[config.mk]
export PLATFORM = sky130hd
export DESIGN_NAME = imm_gen_pipe
export DESIGN_NICKNAME = d
export VERILOG_FILES = /design/src/rtl/imm_gen_pipe.sv
export SDC_FILE = /design/constraint.sdc
export NUM_CORES = 1
export LEC_CHECK = 0
export BUFFER_PORTS_ARGS = -buffer_cell sky130_fd_sc_hd__buf_2
export CAP_MARGIN = 20
export CORE_MARGIN = 3
export CORE_UTILIZATION = 51
export CTS_BUF_LIST = sky130_fd_sc_hd__clkbuf_4
export DETAILED_ROUTE_END_ITERATION = 10
export PLACE_DENSITY = 0.76
export SLEW_MARGIN = 15
export SYNTH_ARGS = -nofsm -noshare
export SYNTH_HDL_FRONTEND = slang
export SYNTH_SLANG_ARGS = --single-unit
[constraint.sdc]
create_clock -name clk_i -period 2.1 [get_ports clk_i]
set_input_delay 0.315 -clock clk_i [delete_from_list [all_inputs] [get_ports clk_i]]
set_output_delay 0.315 -clock clk_i [all_outputs]
set_load 0.02 [all_outputs]
[src/rtl/imm_gen_pipe.sv]
// imm_gen_pipe - pipelined RV32/RV64 immediate generator.
//
// Decodes the I/S/B/U/J immediate of a 32-bit instruction, sign-extends it
// to XLEN, reports the format code and carries a sideband tag. A valid/ready
// handshake with an output register (OR) and a one-entry skid register (SK)
// absorbs back-pressure without losing instructions.
//
// Ports:
//   clk_i          clock, rising edge
//   rst_i          synchronous active-high reset
//   in_valid_i     instruction presented
//   in_ready_o     block accepts this cycle (registered, = !SK.valid)
//   in_instr_i     raw 32-bit instruction
//   in_tag_i       sideband tag, carried unchanged
//   out_valid_o    decoded result presented
//   out_ready_i    consumer accepts the result
//   out_imm_o      sign-extended immediate (XLEN bits)
//   out_fmt_o      0 NONE, 1 I, 2 S, 3 B, 4 U, 5 J
//   out_tag_o      tag of the presented result
//   out_illegal_o  unrecognised opcode (only with IMM_GEN_ILLEGAL_EN)
//
// Optional feature macro: IMM_GEN_ILLEGAL_EN adds the out_illegal_o flag.

module imm_gen_pipe #(
  parameter int XLEN  = 32,
  parameter int TAG_W = 5
) (
  input  logic             clk_i,
  input  logic             rst_i,
  input  logic             in_valid_i,
  output logic             in_ready_o,
  input  logic [31:0]      in_instr_i,
  input  logic [TAG_W-1:0] in_tag_i,
  output logic             out_valid_o,
  input  logic             out_ready_i,
  output logic [XLEN-1:0]  out_imm_o,
  output logic [2:0]       out_fmt_o,
`ifdef IMM_GEN_ILLEGAL_EN
  output logic             out_illegal_o,
`endif
  output logic [TAG_W-1:0] out_tag_o
);

  localparam logic [2:0] FMT_NONE = 3'd0;
  localparam logic [2:0] FMT_I    = 3'd1;
  localparam logic [2:0] FMT_S    = 3'd2;
  localparam logic [2:0] FMT_B    = 3'd3;
  localparam logic [2:0] FMT_U    = 3'd4;
  localparam logic [2:0] FMT_J    = 3'd5;

  localparam logic [6:0] OPC_LOAD     = 7'b0000011;
  localparam logic [6:0] OPC_MISC_MEM = 7'b0001111;
  localparam logic [6:0] OPC_OP_IMM   = 7'b0010011;
  localparam logic [6:0] OPC_AUIPC    = 7'b0010111;
  localparam logic [6:0] OPC_OP_IMM32 = 7'b0011011;
  localparam logic [6:0] OPC_STORE    = 7'b0100011;
  localparam logic [6:0] OPC_OP       = 7'b0110011;
  localparam logic [6:0] OPC_LUI      = 7'b0110111;
  localparam logic [6:0] OPC_OP32     = 7'b0111011;
  localparam logic [6:0] OPC_BRANCH   = 7'b1100011;
  localparam logic [6:0] OPC_JALR     = 7'b1100111;
  localparam logic [6:0] OPC_JAL      = 7'b1101111;
  localparam logic [6:0] OPC_SYSTEM   = 7'b1110011;

  localparam bit RV64 = (XLEN == 64);

  typedef struct packed {
    logic [XLEN-1:0]  imm;
    logic [2:0]       fmt;
    logic [TAG_W-1:0] tag;
`ifdef IMM_GEN_ILLEGAL_EN
    logic             ill;
`endif
  } entry_t;

  logic [6:0]  opc;
  logic [2:0]  dec_fmt;
  logic [31:0] imm32;
  entry_t      dec;

  assign opc = in_instr_i[6:0];

  always_comb begin
    dec_fmt = FMT_NONE;
    unique case (opc)
      OPC_LOAD, OPC_OP_IMM, OPC_JALR,
      OPC_MISC_MEM, OPC_SYSTEM:       dec_fmt = FMT_I;
      OPC_STORE:                      dec_fmt = FMT_S;
      OPC_BRANCH:                     dec_fmt = FMT_B;
      OPC_LUI, OPC_AUIPC:             dec_fmt = FMT_U;
      OPC_JAL:                        dec_fmt = FMT_J;
      OPC_OP_IMM32:                   dec_fmt = RV64 ? FMT_I : FMT_NONE;
      default:                        dec_fmt = FMT_NONE;
    endcase
  end

  always_comb begin
    imm32 = '0;
    unique case (dec_fmt)
      FMT_I: imm32 = {{20{in_instr_i[31]}}, in_instr_i[31:20]};
      FMT_S: imm32 = {{20{in_instr_i[31]}}, in_instr_i[31:25], in_instr_i[11:7]};
      FMT_B: imm32 = {{19{in_instr_i[31]}}, in_instr_i[31], in_instr_i[7],
                      in_instr_i[30:25], in_instr_i[11:8], 1'b0};
      FMT_U: imm32 = {in_instr_i[31:12], 12'b0};
      FMT_J: imm32 = {{11{in_instr_i[31]}}, in_instr_i[31], in_instr_i[19:12],
                      in_instr_i[20], in_instr_i[30:21], 1'b0};
      default: imm32 = '0;
    endcase
  end

  always_comb begin
    dec.imm = XLEN'($signed(imm32));
    dec.fmt = dec_fmt;
    dec.tag = in_tag_i;
`ifdef IMM_GEN_ILLEGAL_EN
    // OP (and OP-32 on RV64) legitimately decode to NONE; every other NONE
    // is an unknown opcode. The 7-bit compare already rejects instr[1:0]!=11.
    dec.ill = (dec_fmt == FMT_NONE) && (opc != OPC_OP) &&
              !(RV64 && (opc == OPC_OP32));
`endif
  end

  entry_t or_q, or_d, sk_q, sk_d;
  logic   or_valid_q, or_valid_d;
  logic   sk_valid_q, sk_valid_d;
  logic   in_ready_q;
  logic   in_fire, out_fire;

  assign in_fire  = in_valid_i & in_ready_q;
  assign out_fire = or_valid_q & out_ready_i;

  always_comb begin
    or_d       = or_q;
    or_valid_d = or_valid_q;
    sk_d       = sk_q;
    sk_valid_d = sk_valid_q;
    if (out_fire && sk_valid_q) begin
      // in_ready is low whenever SK holds data, so no input can fire here.
      or_d       = sk_q;
      sk_valid_d = 1'b0;
    end else if (in_fire && (!or_valid_q || out_fire)) begin
      or_d       = dec;
      or_valid_d = 1'b1;
    end else if (in_fire) begin
      sk_d       = dec;
      sk_valid_d = 1'b1;
    end else if (out_fire) begin
      or_valid_d = 1'b0;
    end
  end

  always_ff @(posedge clk_i) begin
    if (rst_i) begin
      or_q       <= '0;
      sk_q       <= '0;
      or_valid_q <= 1'b0;
      sk_valid_q <= 1'b0;
      in_ready_q <= 1'b1;
    end else begin
      or_q       <= or_d;
      sk_q       <= sk_d;
      or_valid_q <= or_valid_d;
      sk_valid_q <= sk_valid_d;
      in_ready_q <= !sk_valid_d;
    end
  end

  assign in_ready_o  = in_ready_q;
  assign out_valid_o = or_valid_q;
  assign out_imm_o   = or_q.imm;
  assign out_fmt_o   = or_q.fmt;
  assign out_tag_o   = or_q.tag;
`ifdef IMM_GEN_ILLEGAL_EN
  assign out_illegal_o = or_q.ill;
`endif

endmodule

==> flow_summary.json <==
{
  "path_max_fanout": 11,
  "end_kind": "flop",
  "clk_pin_slew_ns": 0.14,
  "tightest_slew_ns": 1.05,
  "leakage_nw": 1.69,
  "yosys-top-cells-area": "dfxtp_1, a211oi_2, nand2_1, nor2_1, a311oi_1",
  "fillCellCount": 604,
  "grt_max_degree": 40,
  "drive_above_1_share_pct": 33.5,
  "clockRootBuffer": "clkbuf_4",
  "dieArea_um2": 8570,
  "yosysUniqueCellTypes": 53,
  "clock_path_buffers": 2,
  "ff2ff_path_depth": 4,
  "numPortBuffers": 82,
  "holdBufCountCts": 0,
  "synthFlopType": "dfxtp_1",
  "drtIter0Drc": 114,
  "grt_pass1_vias": 3206,
  "peakVddDrop_uv": 323,
  "hold_depth": 3,
  "async_flop_share_pct": 0,
  "power_density_nw_per_um2": 684,
  "setup_slack_ns": 0.218,
  "final_core_util_pct": 64.5,
  "routed.top_layer": "met4",
  "skew_ns": 0.0126,
  "multi_input_area_um2": 1980,
  "ys_ff_latch": 83,
  "grt_pass1_wl_mm": 15.7,
  "regArea_um2": 1660,
  "post_dp_cell_area_um2": 4380,
  "h-tree-depth": 3,
  "cts_tree": "yes",
  "antenna_found_initial": 0,
  "wl_per_cell_um": 15.6,
  "synth.top_cell.area_share_pct": 43.5,
  "worstPathArrival_ns": 2.13,
  "drc": 0,
  "syn_nets": 464,
  "finalCritPeriodShare_pct": 89.6,
  "grt_overflow_total": 0,
  "rrSetupSlack_ns": 0.22,
  "slew-limit-headroom_pct": 29.9,
  "core-area_um2": 7020,
  "cts_made_buffers": 9,
  "final.min_clock_period_ns": 1.88,
  "drt_wl_total_mm": 9.45,
  "status": "complete, no violations",
  "max_freq_mhz": 531,
  "die_w_um": 92.6,
  "die_h_um": 92.6,
  "rsz0062_at_grt": "no",
  "cts.sinks": 83,
  "track_usage_pct": 22.6,
  "yosysSeqAreaShare_pct": 43.5,
  "dr_wl_met2_mm": 4.54,
  "ant_nets": 0,
  "insertedDiodeCount": 0,
  "critPathLaunchType": "flop",
  "syn_area_um2": 3820,
  "crit_slowest_cell": "nor2_1",
  "finalWeightedCongestion": 0.932,
  "holdWs_ns": 0.149,
  "critical_path_class": "flop to flop",
  "rows": 30,
  "avgSynthCellArea_um2": 9.04,
  "synth_cells": 423,
  "avgViaCountPerCell": 5.63,
  "dr.pass1.iters": 4,
  "postLayoutCellArea_um2": 4530,
  "route.met3.wl_um": 482,
  "hpwl_mm": 6.94,
  "crit_path_cell_trace": "and2b_1 -> nand3_1 -> nor2_1 -> a211oi_1",
  "hold_path.class": "primary input to flop",
  "pre_cts_ws_ns": -0.0851,
  "nets": 546,
  "synth_warnings": 0,
  "synthMostInstantiatedCell": "dfxtp_1",
  "postCtsSetupRepairBufs": 0,
  "initial_core_util_pct": 54.5,
  "synth_edf_count": 0,
  "cp_slowest_stage_delay_ns": 0.81,
  "postCtsResizedCells": 0,
  "clkLatencyLatePin_ns": 0.40,
  "finalMaxSlewViolations": 0,
  "fin_tns_setup_ns": 0,
  "ios": 83,
  "crit_required_ns": 2.35,
  "vias": 3412,
  "syn2layout_area_growth_pct": 18.4,
  "yosysTopAreaCell": "dfxtp_1",
  "finalSetupViolCount": 0,
  "hold_viol": 0,
  "synthTopCellsByCount": "dfxtp_1, nand2_1, nor2_1",
  "met1Wirelength_mm": 4.31,
  "drv_cap": 0
}
[critical path: cells and delay by family (launching register included)]
family             cells  cell delay (ns)
and+or+nand+nor        3             1.15
AOI/OAI and AO/OA      1             0.17
DFF                    1             0.41
[cells by family after synthesis]
family          share of synthesized area (%)
simple gates                             21.2
flops                                    43.5
xor+xnor                                0.229
buf+inv                                  4.91
compound gates                           30.2
[final timing paths]
path / startpoint / end
worst max-delay path: out_valid_o / sk_q[34]
worst min-delay path: in_tag_i[3] / sk_q[3]
worst max register to register: out_valid_o / sk_q[34]
worst min register to register: out_imm_o[22] / out_imm_o[22]
[layer usage]
metal  global-route usage [%]  up-vias
li1                         -     1709
met1                     30.9     1614
met2                     36.1       78
met3                     3.66       11
met4                     8.04        0
met5                        0        -
[where the power goes]
part / switching, W / total [W] / internal [W] / leakage, nW
Combinational: 0.000304 / 0.000487 / 0.000183 / 0.941
Clock: 0.000564 / 0.000936 / 0.000371 / 0.0729
Sequential: 0.0000337 / 0.00167 / 0.00164 / 0.676
Total: 0.000902 / 0.00310 / 0.00219 / 1.69
[per-stage QoR]
step                      cells  total power [W]
after floorplan             423          0.00202
after global placement      590          0.00218
after CTS                   606          0.00311
after global routing        606          0.00324
after detailed placement    590          0.00220
final                       606          0.00310
[layout by cell type (no fill, tap or decap), types with 3 or more instances in the layout]
| master | count |
|---|---|
| a211oi_1 | 11 |
| buf_2 | 82 |
| a22oi_1 | 8 |
| a211oi_2 | 26 |
| a311oi_1 | 14 |
| nor3b_1 | 5 |
| a22o_1 | 6 |
| dfxtp_1 | 83 |
| a21oi_2 | 3 |
| a21oi_1 | 16 |
| nand2_2 | 7 |
| and2_1 | 3 |
| nor3_1 | 5 |
| o21ai_1 | 11 |
| nor2_1 | 49 |
| o21ai_0 | 13 |
| inv_1 | 3 |
| buf_4 | 19 |
| clkbuf_4 | 9 |
| nand2_1 | 68 |
| o22ai_1 | 12 |
| nand3_1 | 6 |
| buf_12 | 3 |
| o2bb2ai_1 | 6 |
[registers in the layout, summed over array words and instances, names as in the netlist]
name         cells
sk_valid_q       1
out_fmt_o        3
in_ready_o       1
out_valid_o      1
out_imm_o       32
out_tag_o        5
sk_q            40
[final cells by class]
class	instances	share of cell area [%]
Sequential cell	83	36.7
Timing Repair Buffer	104	13.5
Clock buffer	9	1.49
Inverter	3	0.249
Multi-Input combinational cell	304	43.7
Tap cell	96	2.65
Clock inverter	7	1.69
Note: power is estimated with default switching activity, not from simulation.
